## src/rtl/song_play_ctrl_pkg.sv

```systemverilog
// Shared definitions for the song playback sequencer: FSM state encoding,
// note code width and the silent note code.
package song_play_ctrl_pkg;

  // Playback states; the encoding is visible on the state output port.
  typedef enum logic [1:0] {
    SSTOP  = 2'd0,
    SPLAY  = 2'd1,
    SPAUSE = 2'd2
  } play_state_e;

  // Note codes: 0 = silence, 1-21 = low/middle/high scale.
  localparam int NOTE_W = 5;

  typedef logic [NOTE_W-1:0] note_t;

  localparam note_t SILENCE = 5'd0;

endpackage : song_play_ctrl_pkg

```

## src/rtl/song_play_ctrl_beat_timer.sv

```systemverilog
// Note-period tick counter. Counts 0..TICKS_PER_NOTE-1 while enabled, wraps
// to 0 after the terminal count, and can be cleared synchronously. Besides
// the terminal-count and tick==1 flags it exposes the next tick value so the
// parent can register outputs that must line up with the tick register.
module song_play_ctrl_beat_timer #(
  parameter int TICKS_PER_NOTE = 25_000_000,
  parameter int TICK_W         = 25
) (
  input  logic              clk,
  input  logic              reset,
  input  logic              en,
  input  logic              clr,
  output logic [TICK_W-1:0] tick_next,
  output logic              tc,
  output logic              at_one
);

  localparam logic [TICK_W-1:0] LAST_TICK = TICK_W'(TICKS_PER_NOTE - 1);
  localparam logic [TICK_W-1:0] ONE_TICK  = TICK_W'(1);

  logic [TICK_W-1:0] tick_q;

  assign tc     = (tick_q == LAST_TICK);
  assign at_one = (tick_q == ONE_TICK);

  // Next tick: clear wins over enable; the wrap is explicit at the terminal
  // count rather than relying on counter overflow.
  always_comb begin
    // NOTE: every signal driven here gets a default first, so no path through
    // the block leaves it unassigned and no latch is inferred.
    tick_next = tick_q;
    if (clr) begin
      tick_next = '0;
    end else if (en) begin
      tick_next = tc ? '0 : tick_q + 1'b1;
    end
  end

  // Tick register with asynchronous active-low reset.
  always_ff @(posedge clk or negedge reset) begin
    // NOTE: sequential state uses non-blocking assignments so every register
    // samples values from before the edge, independent of statement order.
    if (!reset) begin
      tick_q <= '0;
    end else begin
      tick_q <= tick_next;
    end
  end

endmodule : song_play_ctrl_beat_timer

```

## src/rtl/song_play_ctrl.sv

```systemverilog
// Playback sequencer for the song ROM. Turns play/pause/stop pulses into a
// play state, steps the ROM address once per note period, latches each note
// and forwards it to the tone generator with a silent gap at the end of every
// note so repeated notes are heard separately.
module song_play_ctrl
  import song_play_ctrl_pkg::*;
#(
  parameter int TICKS_PER_NOTE = 25_000_000,
  parameter int GAP_TICKS      = 1_000_000,
  parameter int SONG_LEN       = 64,
  parameter int ADDR_W         = 6
) (
  input  logic              clk,
  input  logic              reset,
  input  logic              play_btn,
  input  logic              pause_btn,
  input  logic              stop_btn,
  input  logic              loop_en,
  output logic [ADDR_W-1:0] rom_addr,
  input  logic [4:0]        rom_note,
  output logic [4:0]        note_out,
  output logic [1:0]        state,
  output logic              note_strobe,
  output logic              song_done
);

  localparam int TICK_W = (TICKS_PER_NOTE > 1) ? $clog2(TICKS_PER_NOTE) : 1;

  localparam logic [ADDR_W-1:0] LAST_ADDR = ADDR_W'(SONG_LEN - 1);
  // Audible window: the note is captured at tick 1, so it can sound from
  // tick 2 up to the start of the end-of-note gap.
  localparam logic [TICK_W-1:0] WIN_LO    = TICK_W'(2);
  localparam logic [TICK_W-1:0] WIN_HI    = TICK_W'(TICKS_PER_NOTE - GAP_TICKS - 1);

  play_state_e       state_q, state_d;
  logic [ADDR_W-1:0] addr_q, addr_d;
  note_t             cur_note_q, cur_note_d;
  note_t             note_out_q, note_out_d;

  logic [TICK_W-1:0] tick_next;
  logic              tick_tc;
  logic              tick_at_one;
  logic              timer_en;
  logic              timer_clr;
  logic              capture;
  logic              done_pulse;

  // Tick counter: runs only while playing continues, and is held at zero
  // whenever the next state is stopped (which also covers play-from-stop).
  assign timer_en  = (state_q == SPLAY) && (state_d != SPAUSE);
  assign timer_clr = (state_d == SSTOP);

  song_play_ctrl_beat_timer #(
    .TICKS_PER_NOTE(TICKS_PER_NOTE),
    .TICK_W        (TICK_W)
  ) u_beat_timer (
    .clk      (clk),
    .reset    (reset),
    .en       (timer_en),
    .clr      (timer_clr),
    .tick_next(tick_next),
    .tc       (tick_tc),
    .at_one   (tick_at_one)
  );

  // Next-state, address and strobe logic; button priority is stop > pause > play.
  always_comb begin
    state_d    = state_q;
    addr_d     = addr_q;
    capture    = 1'b0;
    done_pulse = 1'b0;
    unique case (state_q)
      SSTOP: begin
        addr_d = '0;
        // pause has no meaning while stopped, so only stop can block play.
        if (play_btn && !stop_btn) begin
          state_d = SPLAY;
        end
      end
      SPLAY: begin
        if (stop_btn) begin
          state_d = SSTOP;
          addr_d  = '0;
        end else if (pause_btn) begin
          state_d = SPAUSE;
        end else begin
          capture = tick_at_one;
          if (tick_tc) begin
            if (addr_q < LAST_ADDR) begin
              addr_d = addr_q + 1'b1;
            end else begin
              done_pulse = 1'b1;
              addr_d     = '0;
              if (!loop_en) begin
                state_d = SSTOP;
              end
            end
          end
        end
      end
      SPAUSE: begin
        if (stop_btn) begin
          state_d = SSTOP;
          addr_d  = '0;
        end else if (play_btn) begin
          state_d = SPLAY;
        end
      end
      default: begin
        state_d = SSTOP;
        addr_d  = '0;
      end
    endcase
  end

  // Note path: the ROM value only ever reaches the tone generator through
  // cur_note, and note_out is computed from next-cycle values so it is aligned
  // with the tick register and changes only on clock edges.
  always_comb begin
    cur_note_d = capture ? note_t'(rom_note) : cur_note_q;
    note_out_d = SILENCE;
    if ((state_d == SPLAY) && (tick_next >= WIN_LO) && (tick_next <= WIN_HI)) begin
      note_out_d = cur_note_d;
    end
  end

  // Sequencer registers with asynchronous active-low reset.
  always_ff @(posedge clk or negedge reset) begin
    if (!reset) begin
      state_q    <= SSTOP;
      addr_q     <= '0;
      cur_note_q <= SILENCE;
      note_out_q <= SILENCE;
    end else begin
      state_q    <= state_d;
      addr_q     <= addr_d;
      cur_note_q <= cur_note_d;
      note_out_q <= note_out_d;
    end
  end

  assign rom_addr    = addr_q;
  assign state       = state_q;
  assign note_out    = note_out_q;
  assign note_strobe = capture;
  assign song_done   = done_pulse;

endmodule : song_play_ctrl

```

## config.mk

```make
export PLATFORM = sky130hd
export DESIGN_NAME = song_play_ctrl
export DESIGN_NICKNAME = d
export VERILOG_FILES = /design/src/rtl/song_play_ctrl_pkg.sv /design/src/rtl/song_play_ctrl_beat_timer.sv /design/src/rtl/song_play_ctrl.sv
export SDC_FILE = /design/constraint.sdc
export NUM_CORES = 1
export LEC_CHECK = 0
export BUFFER_PORTS_ARGS = -buffer_cell sky130_fd_sc_hd__buf_4
export CAP_MARGIN = 20
export CORE_MARGIN = 2
export CORE_UTILIZATION = 50
export CTS_BUF_LIST = sky130_fd_sc_hd__clkbuf_4 sky130_fd_sc_hd__clkbuf_8 sky130_fd_sc_hd__clkbuf_16
export CTS_CLUSTER_DIAMETER = 80
export DETAILED_ROUTE_END_ITERATION = 10
export PLACE_DENSITY = 0.72
export SYNTH_ARGS = -nofsm -noshare
export SYNTH_HDL_FRONTEND = slang
export SYNTH_SLANG_ARGS = --single-unit
```

## constraint.sdc

```tcl
create_clock -name clk -period 2.4 [get_ports clk]
set_clock_uncertainty 0.1 [all_clocks]
set_input_delay 0.36 -clock clk [delete_from_list [all_inputs] [get_ports clk]]
set_output_delay 0.36 -clock clk [all_outputs]
set_load 0.02 [all_outputs]
```

==> metrics.md, run 1 <==
| Metric | Value |
|---|---|
| Status | `complete, but fails checks` |
| Failing checks | `negative setup slack` |
| TritonCTS Buffers | `5` |
| Net load switching power | `0.3998 mW` |
| Achievable clock frequency | `roughly 380 MHz` |
| Mux contribution to synthesized area | `2.418%` |
| Hold/Removal Path Class | `primary input to register` |
| Final Routed Wirelength | `approximately 8.0 mm` |
| Fin Setup TNS | `-2.978 ns` |
| Mapped Cells | `between 300 and 400` |
| Hold Crit Depth | `2` |
| Starting density of the core | `between 50% and 60%` |
| Data required time at the worst endpoint | `roughly 1.9 ns` |
| Die width | `roughly 80 um` |
| Flip-flop cell with the highest count after synthesis | `sky130_fd_sc_hd__dfrtp_1` |
| Post-synthesis compound-gate area fraction | `roughly a tenth` |
| Number of placed I/O pins | `26` |
| Antenna viol nets, final | `0` |
| Synthesized-area fraction occupied by and/or/nand/nor cells | `between 30% and 40%` |
| Total number of placement rows | `26` |
| Via count of the first global-routing pass | `2,520` |
| Remaining max-slew budget at the tightest pin | `roughly 64%` |
| Drt initial violations | `202` |
| Critical-path maximum fanout | `3` |
| Hold Violations, Final | `0` |
| Pin count of the biggest net entering global routing | `44` |
| Part of the cycle the worst path needs | `109.3%` |
| Final Max Slew Viols | `0` |
| Areal power density over the cells | `about 360 nW/um^2` |
| RSZ-0062 raised after global routing | `true` |
| Synthesis Warnings | `0` |
| Core region area | `5205 um^2` |
| Number of antenna violations at the first check in global routing | `0` |
| DIE AREA | `around 6000 um^2` |
| Total setup violations reported at the end of the flow | `32` |
| Post-detail-place hpwl | `between 5 and 6 mm` |
| Post-synthesis instance area | `2743 um^2` |
| Switching Fraction | `27.36%` |
| Adder-cell area share of the yosys netlist | `approximately 1.4%` |
| Vias post-DR | `~2,700` |
| Placer's final routability congestion estimate | `just under 1` |
| Maximum clock path buffer count | `2` |
| Clock tree from TritonCTS | `done` |
| Number of nets produced by synthesis | `between 300 and 400` |
| Final antenna diode count | `0` |
| Clock network power share | `33.1%` |
| Proportion of synthesized chip area in sequential cells | `between 30 and 40%` |
| Layout cells sized above 1 | `47.62%` |
| Total track usage | `between 20% and 30%` |
| R2R cell count | `10` |
| Endpoint class of the critical path | `output pin` |
| Routed length per instance | `~17 um` |
| Worst Setup Start Kind | `register` |
| Root buffer selected by CTS | `sky130_fd_sc_hd__clkbuf_8` |
| Final worst path period need | `about 2.6 ns` |
| Start-to-end type of the worst setup path | `register to output pin` |
| Total of buffers placed on input and output ports | `25` |
| Internal power contribution | `between 1 and 1.5 mW` |
| Final Net Count | `around 410` |
| Total of flip-flops plus latches after synthesis | `43` |
| Worst-Skew Late Latency | `0.30 ns` |
| Worst-Margin Slew | `0.5382 ns` |
| Count of distinct cell types in the synthesized netlist | `54` |
| Clock H-tree levels | `2` |
| Part of the total power dissipated in combinational logic | `between 15 and 20%` |
| Arr. time, crit path | `about 2.2 ns` |
| DRC errors left | `0` |
| Largest family of logic cells by synthesized area | `simple AND/OR/NAND/NOR gates` |
| Wire length of the first global-routing pass | `between 10 and 15 mm` |
| Congestion Overflow GR | `0` |
| Number of optimization iterations in the first detailed-route pass | `4` |
| Synthesized-area fraction occupied by xor and xnor cells | `under 10%` |
| Average footprint of a synthesized cell | `~9 um^2` |
| Static leakage | `around 1.8 nW` |
| Number of enable-type register cells in the synthesized netlist | `0` |
| Clock-pin transition on the worst setup and hold timing paths | `roughly 0.09 ns` |
| Final worst slack | `-0.2242 ns` |
| Worst VDD drop | `~0.24 mV` |
| Number of clock sinks seen by CTS | `43` |
| Fillers | `330` |
| Part of the total power dissipated in sequential elements | `51.3%` |
| Share of the core filled with cells in the final layout | `about four fifths` |
| Number of max-capacitance violations reported | `0` |
| Vias per cell | `5.783` |
| Die Span Y | `78.06 um` |
| Fraction of registers with async set or reset after synthesis | `100.0%` |
| Area growth, synth to finish | `49.32%` |
-- critical path, cell delays in order, from the launching register on --
cell and delay, ns:
sky130_fd_sc_hd__dfrtp_1 0.42, sky130_fd_sc_hd__buf_6 0.14, sky130_fd_sc_hd__nor4_4 0.29, sky130_fd_sc_hd__nand3_2 0.13
sky130_fd_sc_hd__or4_4 0.59, sky130_fd_sc_hd__nor3_4 0.14, sky130_fd_sc_hd__buf_6 0.14
-- Yosys cell counts (2+ instances only) --
cell / count / area share, %
sky130_fd_sc_hd__dfrtp_1: 43 / 39
sky130_fd_sc_hd__nor2_1: 41 / 5.6
sky130_fd_sc_hd__nand2_1: 21 / 2.9
sky130_fd_sc_hd__xnor2_1: 19 / 6.1
sky130_fd_sc_hd__nand3_1: 16 / 2.9
sky130_fd_sc_hd__nor3_1: 13 / 2.4
sky130_fd_sc_hd__and2_1: 11 / 2.5
sky130_fd_sc_hd__and3_1: 11 / 2.5
sky130_fd_sc_hd__nand4_1: 10 / 2.3
sky130_fd_sc_hd__o21ai_0: 10 / 1.8
sky130_fd_sc_hd__nor4_1: 9 / 2.1
sky130_fd_sc_hd__xor2_1: 8 / 2.6
sky130_fd_sc_hd__a21oi_1: 6 / 1.1
sky130_fd_sc_hd__clkbuf_1: 6 / 0.82
sky130_fd_sc_hd__buf_2: 5 / 0.91
sky130_fd_sc_hd__buf_4: 5 / 1.4
sky130_fd_sc_hd__mux2_2: 5 / 2.1
sky130_fd_sc_hd__nor3b_2: 5 / 2.3
sky130_fd_sc_hd__or3_1: 5 / 1.1
sky130_fd_sc_hd__inv_1: 4 / 0.55
sky130_fd_sc_hd__nand2b_1: 4 / 0.91
sky130_fd_sc_hd__a211oi_1: 3 / 0.82
sky130_fd_sc_hd__a31oi_1: 3 / 0.68
sky130_fd_sc_hd__ha_1: 3 / 1.4
sky130_fd_sc_hd__nand3b_1: 3 / 0.82
sky130_fd_sc_hd__and4_4: 2 / 0.82
sky130_fd_sc_hd__clkbuf_2: 2 / 0.36
sky130_fd_sc_hd__nand4_4: 2 / 1.6
sky130_fd_sc_hd__o211ai_1: 2 / 0.55
-- metrics by stage --
stage / worst slack [ns] / cell area (um^2) / total power [mW] / std cells / hold slack [ns]
floorplan: -0.06191 / 2785 / 0.8455 / 302 / -0.03559
global placement: -0.2510 / 3481 / 0.9226 / 447 / 0.2739
detailed placement: -0.2703 / 3481 / 0.9251 / 447 / 0.2809
CTS: -0.1801 / 3766 / 1.408 / 463 / 0.2062
global route: -0.2832 / 4095 / 1.516 / 469 / 0.1865
finish: -0.2242 / 4095 / 1.461 / 469 / 0.1944
-- power groups by stage --
stage / clock network [mW] / registers (mW) / logic, mW
2_1_floorplan: 0 / 0.768 / 0.0772
3_3_place_gp: 0 / 0.762 / 0.160
3_5_place_dp: 0 / 0.762 / 0.163
4_1_cts: 0.487 / 0.749 / 0.171
5_1_grt: 0.518 / 0.752 / 0.246
6_report: 0.484 / 0.750 / 0.228
-- worst paths after layout --
check,to,from,slack (ns)
worst min-delay path,cur_note_q[4],rom_note[4],0.19
max in group asynchronous,state[0],reset,1.33
worst min register to register,cur_note_q[1],cur_note_q[1],0.40
min in group asynchronous,rom_addr[3],reset,0.48
worst max-delay path,song_done,u_beat_timer.tick_q[15],-0.22
worst max register to register,note_out[0],u_beat_timer.tick_q[15],-0.13
-- final cells by class --
class / instances / area, um^2 / area share, %
sequential: 43 / 1079 / 26.34
multi-input combinational: 236 / 1909 / 46.62
clock inverter: 3 / 23.77 / 0.5805
timing repair buffer: 108 / 912.1 / 22.27
inverter: 4 / 15.01 / 0.3666
tap: 70 / 87.58 / 2.139
clock buffer: 5 / 68.82 / 1.680
-- sequential cells by signal, indices dropped and copies added, names as in the netlist --
name,cells
rom_addr,6
u_beat_timer.tick_q,25
note_out,5
cur_note_q,5
state,2
-- layer usage --
layer / share of wire (%) / track usage [%] / up-vias
li1: - / - / 1270
met1: 42 / 32.39 / 1308
met2: 49 / 40.52 / 110
met3: 6.1 / 4.483 / 24
met4: 2.6 / 8.596 / 0
met5: 0 / 0 / -
-- cell usage in the layout (no fill, tap or decap), types with 3 or more instances in the layout --
cell,Yosys,routed
sky130_fd_sc_hd__or3_4,0,3
sky130_fd_sc_hd__and3_1,11,8
sky130_fd_sc_hd__nor3b_2,5,6
sky130_fd_sc_hd__inv_1,4,4
sky130_fd_sc_hd__buf_4,5,95
sky130_fd_sc_hd__nor2_1,41,22
sky130_fd_sc_hd__clkbuf_8,0,5
sky130_fd_sc_hd__nor4_2,0,4
sky130_fd_sc_hd__buf_12,0,3
sky130_fd_sc_hd__nand2_1,21,21
sky130_fd_sc_hd__nand2b_1,4,4
sky130_fd_sc_hd__a21oi_1,6,5
sky130_fd_sc_hd__xnor2_1,19,17
sky130_fd_sc_hd__o21ai_0,10,5
sky130_fd_sc_hd__nand3_2,1,3
sky130_fd_sc_hd__nor4_4,0,3
sky130_fd_sc_hd__dfrtp_1,43,41
sky130_fd_sc_hd__buf_6,1,7
sky130_fd_sc_hd__nand4_1,10,10
sky130_fd_sc_hd__a31oi_1,3,3
sky130_fd_sc_hd__nor2_4,1,16
sky130_fd_sc_hd__nor3_1,13,10
sky130_fd_sc_hd__xor2_1,8,8
sky130_fd_sc_hd__and2_1,11,8
sky130_fd_sc_hd__o21ai_1,0,5
sky130_fd_sc_hd__nand3b_1,3,3
sky130_fd_sc_hd__nor2_2,0,4
sky130_fd_sc_hd__nand3_1,16,12
sky130_fd_sc_hd__mux2_4,0,3
-- cell families (layout without fill, tap and decap cells) --
family / Yosys count / count (layout)
and+or+nand+nor: 162 / 162
DFF: 43 / 43
AOI/OAI and AO/OA: 38 / 38
xor gates and xnor gates: 27 / 27
buffers and inverters: 23 / 120
muxes: 6 / 6
adders and majority gates: 3 / 3
-- timing repair --
action,4_1_cts,5_1_grt
gates resized for setup,28,64
setup buffers,7,4
endpoints found under the hold margin,43,0
endpoints found under the setup margin,37,32
pin swaps,15,31
hold buffers,1,0
cloned,0,2
(Power assumes the default switching activity.)
==> inputs of run 2 (changes only) <==
- ABC_AREA: default -> 1
- PLACE_DENSITY: 0.72 -> 0.71
==> run 2 against run 1 <==
Against the previous run: the flow now finishes without violations; sequential power up 2%; synthesized cell count up 60%; final area up 6.7%.
==> metrics.md, run 2 <==
| Metric | Value |
|---|---|
| Clock-pin transition on the worst setup and hold timing paths | `roughly 0.1 ns` |
| Root buffer selected by CTS | `sky130_fd_sc_hd__clkbuf_8` |
| Endpoint class of the critical path | `register` |
| Via count of the first global-routing pass | `roughly 3,200` |
| Flip-flop cell with the highest count after synthesis | `sky130_fd_sc_hd__dfrtp_1` |
| Hold Violations, Final | `0` |
| Proportion of synthesized chip area in sequential cells | `between 30% and 40%` |
| Worst Setup Start Kind | `register` |
| Routed length per instance | `14.17 um` |
| Critical-path top delay cell | `sky130_fd_sc_hd__dfrtp_1` |
| Vias per cell | `5.420` |
| Cells taking the most area after synthesis | `sky130_fd_sc_hd__dfrtp_1 (35%), sky130_fd_sc_hd__nand2_1 (20%), sky130_fd_sc_hd__inv_1 (9.0%)` |
| Final worst slack | `between 0.006 and 0.007 ns` |
| Number of max-capacitance violations reported | `0` |
| Clock H-tree levels | `2` |
| R2R cell count | `17` |
| Worst-Margin Slew | `~0.54 ns` |
| Data required time at the worst endpoint | `2.51 ns` |
| Vias post-DR | `roughly 3,600` |
| Synthesis Warnings | `0` |
| Total of flip-flops plus latches after synthesis | `43` |
| Areal power density over the cells | `about 390 nW/um^2` |
| Number of enable-type register cells in the synthesized netlist | `0` |
| Critical-path maximum fanout | `5` |
| Hold Crit Depth | `3` |
| Largest family of logic cells by synthesized area | `simple AND/OR/NAND/NOR gates` |
| PnR Total Power | `~1.7 mW` |
| Maximum clock path buffer count | `2` |
| Final worst path period need | `approximately 2.4 ns` |
| Synthesized-area fraction occupied by xor and xnor cells | `0.5645%` |
| Most frequent cell after synthesis | `sky130_fd_sc_hd__nand2_1` |
| Number of nets produced by synthesis | `around 500` |
| Drt initial violations | `between 300 and 400` |
| Portion of synthesized cell area occupied by the leading cell type | `between 30% and 40%` |
| Post-synthesis instance area | `~3100 um^2` |
| Worst VDD drop | `0.2895 mV` |
| Most flops, register | `u_beat_timer.tick_q` |
| Most frequent CP cell | `sky130_fd_sc_hd__nand2_4` |
| Hold/Removal Path Class | `primary input to register` |
| Synthesized-area fraction occupied by and/or/nand/nor cells | `44.31%` |
| Placer's final routability congestion estimate | `1.001` |
| Antenna viol nets, final | `0` |
| Wire length of the first global-routing pass | `about 14 mm` |
| DIE AREA | `6852 um^2` |
| Mapped Cells | `roughly 480` |
| Number of clock sinks seen by CTS | `43` |
| Top library cells by usage in the layout, fill and taps aside | `sky130_fd_sc_hd__nand2_1 (154), sky130_fd_sc_hd__buf_4 (93), sky130_fd_sc_hd__inv_1 (71), sky130_fd_sc_hd__dfrtp_1 (43), sky130_fd_sc_hd__nor2_1 (40)` |
| Clock tree from TritonCTS | `done` |
| Number of antenna violations at the first check in global routing | `0` |
| Total number of placement rows | `28` |
| Setup WS pre-CTS | `-0.003762 ns` |
| Arr. time, crit path | `approximately 2.5 ns` |
| Average footprint of a synthesized cell | `6.438 um^2` |
| Starting density of the core | `a little over half` |
| DRC errors left | `0` |
| Total track usage | `between 20% and 30%` |
| Most frequent cells after synthesis | `sky130_fd_sc_hd__nand2_1 (169), sky130_fd_sc_hd__inv_1 (74), sky130_fd_sc_hd__nor2_1 (58)` |
| WP depth | `17` |
| Pin count of the biggest net entering global routing | `44` |
| Mux contribution to synthesized area | `approximately 2.6%` |
| Final Net Count | `between 600 and 700` |
| Number of placed I/O pins | `26` |
| Fraction of registers with async set or reset after synthesis | `100.0%` |
| Worst-Skew Late Latency | `about 0.32 ns` |
| Crit path max-delay family | `simple AND/OR/NAND/NOR gates` |
| Final antenna diode count | `0` |
| Die Span Y | `82.78 um` |
| Worst path bufs/invs | `1` |
| Status | `completed` |
| Final Routed Wirelength | `9.412 mm` |
| Post-detail-place hpwl | `roughly 7 mm` |
| Fillers | `about 460` |
| TritonCTS Buffers | `5` |
| Start-to-end type of the worst setup path | `register to register` |
| Number of flip-flops in the largest register | `25` |
| Part of the cycle the worst path needs | `around 100%` |
| Post-synthesis compound-gate area fraction | `about 5.8%` |
| Count of distinct cell types in the synthesized netlist | `29` |
| Cell chain of the critical path | `ha_2 > nand2_4 > nor2_8 > nand2_4 > nor2_4 > nand3_2 > nand2_4 > nand3_4 > buf_6 > nand2_4 > nand2_1 > nor2_1 > nand2_2 > nor2_2 > nand2_2 > nand2_4 > nor3_2` |
| Layout cells sized above 1 | `about a third` |
| Number of optimization iterations in the first detailed-route pass | `5` |
| Congestion Overflow GR | `0` |
| Die width | `between 80 and 90 um` |
| Leading cell type in the layout, fill and taps excluded | `sky130_fd_sc_hd__nand2_1` |
| RSZ-0062 raised after global routing | `true` |
| Static leakage | `roughly 2.4 nW` |
| Total setup violations reported at the end of the flow | `0` |
| Post-synth top area cell | `sky130_fd_sc_hd__dfrtp_1` |
| Total of buffers placed on input and output ports | `25` |
| Core region area | `about 6000 um^2` |
| Fin Setup TNS | `0 ns` |
| Adder-cell area share of the yosys netlist | `under 10%` |
| Achievable clock frequency | `around 420 MHz` |
| Worst stage delay on the critical path | `about 0.36 ns` |
| Final Max Slew Viols | `0` |
| Area growth, synth to finish | `40.77%` |
| Remaining max-slew budget at the tightest pin | `between 60 and 70%` |
[run 2: kinds of logic after synthesis]
kind of cell,Yosys count
flip-flops,43
XOR/XNOR,2
AND/OR/NAND/NOR,310
adder cells (fa/ha/maj),3
multiplexers,8
AO/OA/AOI/OAI,31
buffers and inverters,85
[run 2: per-layer routing]
layer	global-route usage, %	wire [um]	part of all wire [%]	vias up
li1	-	-	-	1727
met1	38.35	3866	41	1650
met2	45.32	4466	47	181
met3	4.762	822	8.7	41
met4	8.689	257	2.7	0
met5	0	0	0	-
[run 2: stage by stage]
step	hold WS [ns]	util (%)	cells	cell area, um^2
2_1_floorplan	-0.03559	-	482	3103
3_3_place_gp	0.2802	64.94	644	3867
3_5_place_dp	0.2865	64.94	644	3867
4_1_cts	0.1775	67.46	657	4018
5_1_grt	0.1923	73.34	664	4368
6_report	0.1705	73.34	664	4368
[run 2: final cells by class]
type	count	area, um^2	share of cell area (%)
multi-input combinational	355	1966	45.00
tap	75	93.84	2.148
clock buffer	5	68.82	1.575
inverter	79	299.0	6.846
timing repair buffer	104	838.3	19.19
clock inverter	3	26.28	0.6015
sequential	43	1076	24.63
[run 2: path summary, 6_finish.rpt]
path / startpoint / end / slack [ns]
max reg2reg: u_beat_timer.tick_q[1] / note_out[2] / 0.007
min reg2reg: cur_note_q[0] / cur_note_q[0] / 0.39
min: rom_note[0] / cur_note_q[0] / 0.17
min in group asynchronous: reset / u_beat_timer.tick_q[8] / 0.46
max in group asynchronous: reset / u_beat_timer.tick_q[20] / 1.37
max: u_beat_timer.tick_q[1] / note_out[2] / 0.007
[run 2: worst register-to-register path, cell delays in order, from the launching register on]
cell	delay [ns]
sky130_fd_sc_hd__dfrtp_1	0.36
sky130_fd_sc_hd__ha_2	0.20
sky130_fd_sc_hd__nand2_4	0.07
sky130_fd_sc_hd__nor2_8	0.17
sky130_fd_sc_hd__nand2_4	0.07
sky130_fd_sc_hd__nor2_4	0.09
sky130_fd_sc_hd__nand3_2	0.09
sky130_fd_sc_hd__nand2_4	0.11
sky130_fd_sc_hd__nand3_4	0.14
sky130_fd_sc_hd__buf_6	0.17
sky130_fd_sc_hd__nand2_4	0.08
sky130_fd_sc_hd__nand2_1	0.06
sky130_fd_sc_hd__nor2_1	0.12
sky130_fd_sc_hd__nand2_2	0.09
sky130_fd_sc_hd__nor2_2	0.10
sky130_fd_sc_hd__nand2_2	0.08
sky130_fd_sc_hd__nand2_4	0.12
sky130_fd_sc_hd__nor3_2	0.05
[run 2: repair_timing]
| action | 4_1_cts | 5_1_grt |
|---|---|---|
| pin swaps | 1 | 39 |
| cloned | 1 | 0 |
| endpoints found under the hold margin | 43 | 0 |
| hold buffers | 1 | 0 |
| buffers inserted | 3 | 7 |
| gates resized for setup | 6 | 77 |
| setup endpoints to repair | 6 | 7 |
[run 2: power breakdown]
| group | total [mW] | internal [mW] | leakage, nW | switching (mW) |
|---|---|---|---|---|
| registers | 0.767 | 0.750 | 0.595 | 0.0171 |
| logic | 0.427 | 0.171 | 1.73 | 0.256 |
| clock network | 0.531 | 0.217 | 0.0495 | 0.314 |
| total | 1.73 | 1.14 | 2.38 | 0.587 |
==> inputs of run 3 (changes only) <==
- PLACE_DENSITY: 0.71 -> 0.69
- RECOVER_POWER: default -> 25
- clock period: 2.4 -> 2.3 ns (I/O delays scaled with it)
==> run 3 against run 2 <==
Against the previous run: the flow now finishes with violations (negative setup slack); die area stayed put; routed wire length is 1.0% higher; global-route usage grew 0.76 points; sequential power rose by 4.2%; sequential share of layout area down 0.17 points; register-to-register slack lost 0.17 ns; power is 0.89% higher; fmax is 2.7% lower; critical path depth is 1 higher; via count rose by 0.83%; utilization increased by 0.59 points; critical endpoint unchanged.
==> metrics.md, run 3 (synthesis results as in run 2) <==
| Metric | Value |
|---|---|
| Worst hold slack | `around 0.18 ns` |
| DRC errors left | `0` |
| Non-filler cells in the finished layout | `around 700` |
| PnR Total Power | `about 1.7 mW` |
| Final antenna diode count | `0` |
| Worst-Margin Slew | `around 1.1 ns` |
| Die Span Y | `slightly above 80 um` |
| Number of clock sinks seen by CTS | `43` |
| Number of flip-flops in the largest register | `25` |
| Reg2reg end | `note_out[2]` |
| Arr. time, crit path | `about 2.6 ns` |
| Number of antenna violations at the first check in global routing | `0` |
| Switching Fraction | `about a third` |
| Final worst slack | `-0.1590 ns` |
| Clock tree from TritonCTS | `done` |
| Hold/Removal Path Class | `primary input to register` |
| Worst Setup Start Kind | `register` |
| Worst-Skew Late Latency | `between 0.3 and 0.4 ns` |
| Number of optimization iterations in the first detailed-route pass | `5` |
| Part of the total power dissipated in sequential elements | `roughly 46%` |
| Congestion Overflow GR | `0` |
| Final Max Slew Viols | `0` |
| Post-placement cell count | `around 660` |
| Clock-pin transition on the worst setup and hold timing paths | `0.09 ns` |
| Hold Crit Depth | `3` |
| Die width | `82.78 um` |
| Total setup violations reported at the end of the flow | `5` |
| Core region area | `approximately 6000 um^2` |
| Failing checks | `negative setup slack` |
| Worst VDD drop | `~0.31 mV` |
| Placer's final routability congestion estimate | `just over 1` |
| Routed length per instance | `13.96 um` |
| Data required time at the worst endpoint | `between 2 and 2.5 ns` |
| Final worst path period need | `approximately 2.5 ns` |
| Start-to-end type of the worst setup path | `register to register` |
| Leading cell type in the layout, fill and taps excluded | `sky130_fd_sc_hd__nand2_1` |
| Clock network power share | `29.6%` |
| Status | `complete, but fails checks` |
| Post-detail-place hpwl | `around 7.0 mm` |
| Total of buffers placed on input and output ports | `25` |
| Hold path endpoint | `cur_note_q[1]` |
| Vias post-DR | `roughly 3,600` |
| Part of the total power dissipated in combinational logic | `roughly 24%` |
| Part of the cycle the worst path needs | `106.9%` |
| R2r setup slk | `-0.16 ns` |
| Via count of the first global-routing pass | `between 3,000 and 4,000` |
| DIE AREA | `6852 um^2` |
| Total track usage | `between 20% and 30%` |
| Total number of placement rows | `28` |
| Internal power contribution | `approximately 1.2 mW` |
| Hold Violations, Final | `0` |
| Static leakage | `roughly 2.5 nW` |
| Worst reg2reg path startpoint | `u_beat_timer.tick_q[0]` |
| Pin count of the biggest net entering global routing | `44` |
| Endpoint class of the critical path | `register` |
| Layout cells sized above 1 | `31.68%` |
| Drt initial violations | `approximately 330` |
| Maximum clock path buffer count | `2` |
| Root buffer selected by CTS | `sky130_fd_sc_hd__clkbuf_8` |
| Hold Crit Start | `rom_note[1]` |
| Antenna viol nets, final | `0` |
| Top library cells by usage in the layout, fill and taps aside | `sky130_fd_sc_hd__nand2_1 (165), sky130_fd_sc_hd__buf_4 (112), sky130_fd_sc_hd__inv_1 (67), sky130_fd_sc_hd__nor2_1 (47), sky130_fd_sc_hd__dfrtp_1 (42)` |
| Areal power density over the cells | `approximately 400 nW/um^2` |
| Remaining max-slew budget at the tightest pin | `29.36%` |
| Fin Setup TNS | `-0.7333 ns` |
| Clock H-tree levels | `2` |
| Most flops, register | `u_beat_timer.tick_q` |
| Final Routed Wirelength | `9.508 mm` |
| Area growth, synth to finish | `41.90%` |
| Starting density of the core | `between 50% and 60%` |
| Achievable clock frequency | `roughly 400 MHz` |
| R2R cell count | `18` |
| TritonCTS Buffers | `5` |
| Final Net Count | `~620` |
| Wire length of the first global-routing pass | `approximately 15 mm` |
| Vias per cell | `5.329` |
| RSZ-0062 raised after global routing | `true` |
| Number of placed I/O pins | `26` |
| Number of max-capacitance violations reported | `0` |
| Net load switching power | `~0.56 mW` |
| Critical-path maximum fanout | `6` |
run 3: worst max-delay path, cell delays in order, from the launching register on:
cell                      delay (ns)
sky130_fd_sc_hd__dfrtp_1        0.40
sky130_fd_sc_hd__ha_4           0.16
sky130_fd_sc_hd__nand2_4        0.07
sky130_fd_sc_hd__nor2_8         0.11
sky130_fd_sc_hd__nand2_4        0.06
sky130_fd_sc_hd__nor2_4         0.11
sky130_fd_sc_hd__nand3_2        0.08
sky130_fd_sc_hd__nand2_2        0.10
sky130_fd_sc_hd__nand3_4        0.12
sky130_fd_sc_hd__buf_12         0.17
sky130_fd_sc_hd__buf_6          0.10
sky130_fd_sc_hd__nand3_2        0.06
sky130_fd_sc_hd__nand2_1        0.06
sky130_fd_sc_hd__nor2_1         0.12
sky130_fd_sc_hd__nand2_1        0.10
sky130_fd_sc_hd__nor2_1         0.09
sky130_fd_sc_hd__nand2_1        0.11
sky130_fd_sc_hd__nand2_4        0.14
sky130_fd_sc_hd__nor3_4         0.06
run 3: layer usage:
metal	global-route usage, %	up-vias	wire length [um]
li1	-	1760	-
met4	10.66	0	280
met3	7.359	38	978
met1	38.12	1632	3890
met2	45.32	199	4358
met5	0	-	0
run 3: worst max path at each step:
stage                             from           to  slack (ns)  cells after the start
2_1_floorplan              rom_addr[1]  note_out[0]        0.01                     17
3_3_place_gp   u_beat_timer.tick_q[17]  note_out[2]       -0.18                     15
3_5_place_dp    u_beat_timer.tick_q[0]  note_out[1]       -0.18                     17
4_1_cts         u_beat_timer.tick_q[0]  note_out[1]       -0.06                     18
5_1_grt         u_beat_timer.tick_q[0]  note_out[2]       -0.27                     18
6_report        u_beat_timer.tick_q[0]  note_out[2]       -0.16                     18
run 3: layout make-up:
cell class	count	area, um^2
inverter	79	299.0
clock buffer	5	68.82
sequential	43	1077
tap	75	93.84
multi-input combinational	355	1866
fill	478	1553
timing repair buffer	121	974.7
clock inverter	3	23.77
run 3: repair_timing:
action                     CTS  global route
hold buffers                 1             0
gates resized for setup     12            40
setup endpoints to repair    6             7
cloned                       1             1
buffers inserted             5             2
hold endpoints to repair    43             0
pin swaps                    4            17
run 3: power by group through the flow:
stage	Clock [mW]	Combinational (mW)	Sequential [mW]
after floorplan	0	0.184	0.824
after global placement	0	0.365	0.812
after detailed placement	0	0.373	0.813
after CTS	0.525	0.391	0.797
after global routing	0.556	0.465	0.802
final	0.516	0.425	0.799
run 3: through the flow:
stage	setup slack, ns	util, %	area, um^2
2_1_floorplan	0.009978	-	3104
3_3_place_gp	-0.1770	67.56	4024
3_5_place_dp	-0.1809	67.56	4024
4_1_cts	-0.06103	71.01	4229
5_1_grt	-0.2683	73.93	4403
6_report	-0.1590	73.93	4403
